<file path="src/rtl/alu_sequencer.sv">
// Single-transaction sequencer between a request/response handshake and a fixed-latency ALU.
// Optional macro ALU_SEQ_OPCODE_CHECK_EN rejects invalid opcodes with resp_err instead of issuing them.
module alu_sequencer #(
  parameter int unsigned ALU_LAT = 2
) (
  input  logic        clk,
  input  logic        rst,
  input  logic        req_valid,
  output logic        req_ready,
  input  logic [7:0]  req_opcode,
  input  logic [7:0]  req_rd,
  input  logic [7:0]  req_rr,
  output logic [7:0]  alu_opcode,
  output logic [7:0]  alu_data_rd,
  output logic [7:0]  alu_data_rr,
  output logic        alu_ci,
  input  logic [15:0] alu_data_o,
  input  logic        alu_co,
  input  logic        alu_zo,
  input  logic        alu_no,
  output logic        resp_valid,
  input  logic        resp_ready,
  output logic [15:0] resp_data,
  output logic        resp_err,
  output logic        flag_c,
  output logic        flag_z,
  output logic        flag_n
);

  typedef enum logic [1:0] {IDLE, ISSUE, WAIT, RESP} state_t;

  state_t     state;
  logic [3:0] lat_cnt;
  logic       accept;

  assign accept = req_valid & req_ready;

`ifdef ALU_SEQ_OPCODE_CHECK_EN
  logic err_q;
  assign resp_err = err_q;

  // Upper nibbles 0x1-0x3 and 0x5-0x7 have no ALU operation behind them.
  function automatic logic opcode_ok(input logic [7:0] op);
    return (op[7:4] == 4'h0) || (op[7:4] == 4'h4) || op[7];
  endfunction
`else
  assign resp_err = 1'b0;
`endif

  always_ff @(posedge clk) begin
    if (rst) begin
      state       <= IDLE;
      req_ready   <= 1'b1;
      resp_valid  <= 1'b0;
      resp_data   <= 16'h0000;
      alu_opcode  <= 8'h00;
      alu_data_rd <= 8'h00;
      alu_data_rr <= 8'h00;
      alu_ci      <= 1'b0;
      flag_c      <= 1'b0;
      flag_z      <= 1'b0;
      flag_n      <= 1'b0;
      lat_cnt     <= 4'd0;
`ifdef ALU_SEQ_OPCODE_CHECK_EN
      err_q       <= 1'b0;
`endif
    end else begin
      case (state)
        IDLE: begin
          if (accept) begin
            req_ready <= 1'b0;
`ifdef ALU_SEQ_OPCODE_CHECK_EN
            if (!opcode_ok(req_opcode)) begin
              state      <= RESP;
              resp_valid <= 1'b1;
              resp_data  <= 16'h0000;
              err_q      <= 1'b1;
            end else
`endif
            begin
              state       <= ISSUE;
              alu_opcode  <= req_opcode;
              alu_data_rd <= req_rd;
              alu_data_rr <= req_rr;
              // Carry-in taken from the status register so ADDC/SUBC chain.
              alu_ci      <= flag_c;
            end
          end
        end
        ISSUE: begin
          lat_cnt <= 4'(ALU_LAT);
          state   <= WAIT;
        end
        WAIT: begin
          lat_cnt <= lat_cnt - 4'd1;
          // Counter reaches zero on this edge: the ALU result is valid now.
          if (lat_cnt == 4'd1) begin
            resp_data  <= alu_data_o;
            flag_c     <= alu_co;
            flag_z     <= alu_zo;
            flag_n     <= alu_no;
            resp_valid <= 1'b1;
            state      <= RESP;
          end
        end
        RESP: begin
          if (resp_ready) begin
            resp_valid <= 1'b0;
            req_ready  <= 1'b1;
            state      <= IDLE;
`ifdef ALU_SEQ_OPCODE_CHECK_EN
            err_q      <= 1'b0;
`endif
          end
        end
        default: begin
          state     <= IDLE;
          req_ready <= 1'b1;
        end
      endcase
    end
  end

endmodule

</file>
<file path="config.mk">
export PLATFORM = sky130hd
export DESIGN_NAME = alu_sequencer
export DESIGN_NICKNAME = d
export VERILOG_FILES = /design/src/rtl/alu_sequencer.sv
export SDC_FILE = /design/constraint.sdc
export NUM_CORES = 1
export LEC_CHECK = 0
export CELL_PAD_IN_SITES_DETAIL_PLACEMENT = 0
export CELL_PAD_IN_SITES_GLOBAL_PLACEMENT = 1
export CORE_ASPECT_RATIO = 1.5
export CORE_MARGIN = 2
export CORE_UTILIZATION = 46
export DETAILED_ROUTE_END_ITERATION = 6
export DONT_BUFFER_PORTS = 1
export PLACE_DENSITY = 0.83
export SYNTH_ARGS = -nofsm -noshare
export SYNTH_HDL_FRONTEND = slang
export SYNTH_SLANG_ARGS = --single-unit
</file>
<file path="constraint.sdc">
create_clock -name clk -period 2.6 [get_ports clk]
set_input_delay 0.52 -clock clk [delete_from_list [all_inputs] [get_ports clk]]
set_output_delay 0.52 -clock clk [all_outputs]
set_load 0.1 [all_outputs]
</file>
# == After elaboration in Yosys (flattened, before gate mapping) ==
# Cells that the tools add are included.
# totals
output_inout_bits,47
wordCells,41
inputBits,47
register_bits,52
# op_classes
reduce_logical,9
bitwise,1
n_eq_ne,7
n_mux,11
n_addsub,1
# op_table
operator,count
AND reduction 3 bit,3
case mux 2 bit (4 select lines),1
case mux 4 bit (2 select lines),1
two-way mux 2 bit,3
inequality test 2 bit (second input constant),3
nonzero test 2 bit,3
equality test 2 bit (second input constant),2
equality test 4 x 1 -> 1 bit (second input constant),1
two-way mux 1 bit,4
case mux 1 bit (2 select lines),2
AND reduction 2 bit,2
subtractor 4 x 1 -> 4 bit (second input constant),1
equality test 2 x 1 -> 1 bit (second input constant),1
zero test 2 bit,1
bitwise AND 1 bit,1

# == Logic depth before layout (Yosys ltp) ==
# logic_depth
ltp_word,3
depth_mapped,7
ltp_nobuf,5

# == Worst setup path after synthesis ==
# OpenSTA, ideal clock, no wires.
# synth_path
kind,register -> register
from,register req_ready
to,register alu_data_rd[0]
synth_period_minus_slack_ns,1.895
setup_time_ns,0.132
required_time_ns,2.468
slack_ns,0.705
n_path_buf,1
path_stages_with_launch,5
arrival_ns,1.762
cell_sequence,dfxtp_1 nand3_1 clkbuf_1 nand2_1 a21oi_1
# synth_between
elab_chain_cells,2
# synth_lines
item,line_no,source
start: declaration,9,"output logic req_ready,"
start signal: assignment,53,req_ready <= 1'b1;
start signal: assignment,71,req_ready <= 1'b0;
start signal: assignment,109,req_ready <= 1'b1;
bitwise AND 1 bit,36,assign accept = req_valid & req_ready;
AND reduction 2 bit (no source line),n/a,
end signal: assignment,83,alu_data_rd <= req_rd;
end: declaration,14,"output logic [7:0] alu_data_rd,"
# Every way passes these cells.
# A chain may end at the register's enable or synchronous reset.

# == Worst setup path in the final report ==
# layout_path
from,register state[0]
to,register resp_data[1]
# layout_between
elab_chain_cells,2
# layout_lines
item,line_no,source
start: declaration,32,state_t state;
start signal: assignment,52,state <= IDLE;
start signal: assignment,81,state <= ISSUE;
start signal: assignment,92,state <= WAIT;
equality test 2 bit,68,case (state)
AND reduction 2 bit (no source line),n/a,
end signal: assignment,98,resp_data <= alu_data_o;
end: declaration,23,"output logic [15:0] resp_data,"
# Every way passes these cells.

==> impl_metrics.yaml <==
clock_network:
  cts_num_sinks: 52
  cts.path.max_buffers: 2
  cts_tree: "built"
  post_cts_buffers: 0
  post_cts_resized: 0
  htree_levels: 2
  clk_pin_slew_ps: 90
  ctsHoldBuffers: 0
  cts_made_buffers: 5
  clk_latency_ps: 310
  cts_root_buf: "clkbuf_8"
sta:
  max_slew.worst_pin.slew_ps: 831
  slew_viol_final: 0
  rsz0062_at_grt: "no"
  setup-violations-final: 0
  max-slew-margin-rel_pct: 44.3
  min_period_over_period_pct: 74.7
  timing.fmax_ghz: 0.515
  period_needed_ps: 1940
  hold_viol: 0
  final.setup.tns_ps: 0
  skew_ps: 6.77
route:
  routed_via_density: 5.06
  drc: 0
  antenna_left: 0
  vias: 1699
  wl_per_cell_um: 13.0
  drtIter0Drc: 47
  wirelength_um: 4380
  drtPass1Iterations: 4
worst_setup_path:
  cp_top_family: "simple AND/OR/NAND/NOR gates"
  slowest_delay_ps: 720
  critPathSlowestCell: "nand4bb_1"
  worstPathArrival_ps: 2140
  path_class: "reg -> reg"
  worstPathRequired_ps: 2800
  crit_fanout: 19
  startpoint: "state[0]"
  cp_num_buf_inv: 1
  end_kind: "register"
  rrSetupSlack_ps: 660
  crit_path_cell_trace: "inv_1 > ha_1 > nand4bb_1 > nand2_1 > a21oi_1"
  regToRegStartpoint: "state[0]"
  critPathLaunchType: "register"
die:
  rows: 29
  die_area_um2: 4930
  start_util_pct: 47.8
  ios: 94
  core_area_um2: 4210
  die_w_um: 58.0
  die_h_um: 85.0
synth:
  synth-async-reset-ratio_pct: 0
  netlist_area_um2: 2010
  syn_avg_cell_area_um2: 8.01
  syn-num-nets: 303
  ys.flop_type: "dfxtp_1"
  yosys_register_bits: 52
  ys.warnings.count: 0
  syn-instance-count: 251
  ys_types: 30
  synth-seq-area-share_pct: 51.8
  synth-edff-count: 0
global_route:
  grt-ovfl-total: 0
  grt_first_pass_wirelength_um: 7110
  grt_max_degree: 54
  grtUsageTotal_pct: 18.5
  grt_antenna_before_repair: 0
  grt_pass1_vias: 1649
run_status:
  status: "finished, final reports clean"
placed_design:
  dp_hpwl_um: 2970
  port_buffers: 0
  gp_congestion: 0.760
  placed_area_um2: 2340
cells_and_area:
  area_growth_pct: 21.2
  final_cell_mix: "92 x nand2_1, 52 x dfxtp_1, 51 x a21oi_1"
  diodes: 0
  nets: 341
  final_area_um2: 2440
  final_layout_size_suffix_gt1_share_pct: 20.3
  final_common_cell: "nand2_1"
  fillers: 396
pwr:
  powerDensity_nw_per_um2: 991
  ir_worst_vdd_v: 0.000706
  power.leakage_nw: 0.976
worst_hold_path:
  worstHoldStart: "rst"
  hold_class: "in -> reg"
run:
  cap_violations: 0
==> cell type report <==
| class | instances | area [µm²] | share of cell area, % |
|---|---|---|---|
| Multi-Input combinational cell | 174 | 856 | 35.1 |
| Tap cell | 46 | 57.6 | 2.36 |
| Timing Repair Buffer | 48 | 360 | 14.8 |
| Sequential cell | 52 | 1040 | 42.7 |
| Clock buffer | 5 | 68.8 | 2.82 |
| Clock inverter | 3 | 22.5 | 0.924 |
| Inverter | 8 | 30.0 | 1.23 |
==> registers in the layout, summed over array words and instances, names as in the netlist <==
register	flops
alu_ci	1
alu_data_rd	8
alu_data_rr	8
alu_opcode	8
flag_c	1
flag_n	1
flag_z	1
lat_cnt	4
req_ready	1
resp_data	16
resp_valid	1
state	2
==> cells in the mapped netlist (all sizes together) (2+ instances only) <==
master | instances | area (µm²)
nor2 | 3 | 11.3
dfxtp | 52 | 1040
buf | 8 | 50.0
nand2 | 92 | 345
nand3 | 2 | 10.0
nand4b | 2 | 17.5
inv | 8 | 30.0
o21ai | 2 | 10.0
a21oi | 51 | 255
clkbuf | 9 | 33.8
ha | 5 | 62.6
or2b | 2 | 15.0
==> cells by family after synthesis <==
logic type / Yosys count / share of synthesized area, %
muxes: 1 / 0.498
adders and majority gates: 5 / 3.11
other: 1 / 0.187
buffers and inverters: 25 / 5.66
and+or+nand+nor: 108 / 22.7
DFF: 52 / 51.8
AOI/OAI and AO/OA: 59 / 16.1
==> stage by stage <==
| step | power (mW) | hold slack [ps] | util (%) | cells | setup WS (ps) |
|---|---|---|---|---|---|
| finish | 2.42 | 272 | 57.9 | 336 | 657 |
| global route | 2.54 | 246 | 57.9 | 336 | 427 |
| CTS | 2.45 | 258 | 57.9 | 336 | 610 |
| detailed placement | 1.97 | 449 | 55.7 | 328 | 620 |
| global placement | 1.96 | 437 | 55.7 | 328 | 666 |
| floorplan | 1.80 | 469 | - | 251 | 705 |
==> power breakdown <==
part,switching (mW),internal (mW),total [mW]
registers,0.0472,0.888,0.936
logic,0.779,0.236,1.02
clock network,0.271,0.193,0.464
total,1.10,1.32,2.42
==> layer usage <==
metal / up-vias / part of all wire, % / track usage (%)
met1: 734 / 37 / 20.2
met2: 71 / 51 / 32.4
li1: 888 / - / -
met5: - / 0 / 0
met3: 6 / 11 / 6.10
met4: 0 / 1.2 / 7.19
==> path summary, 6_finish.rpt <==
kind | endpoint | cells past startpoint
setup reg to reg | resp_data[1] | 5
hold reg to reg | resp_data[5] | 2
setup / recovery | resp_data[1] | 5
hold / removal | alu_data_rr[3] | 1
(Power assumes the default switching activity.)
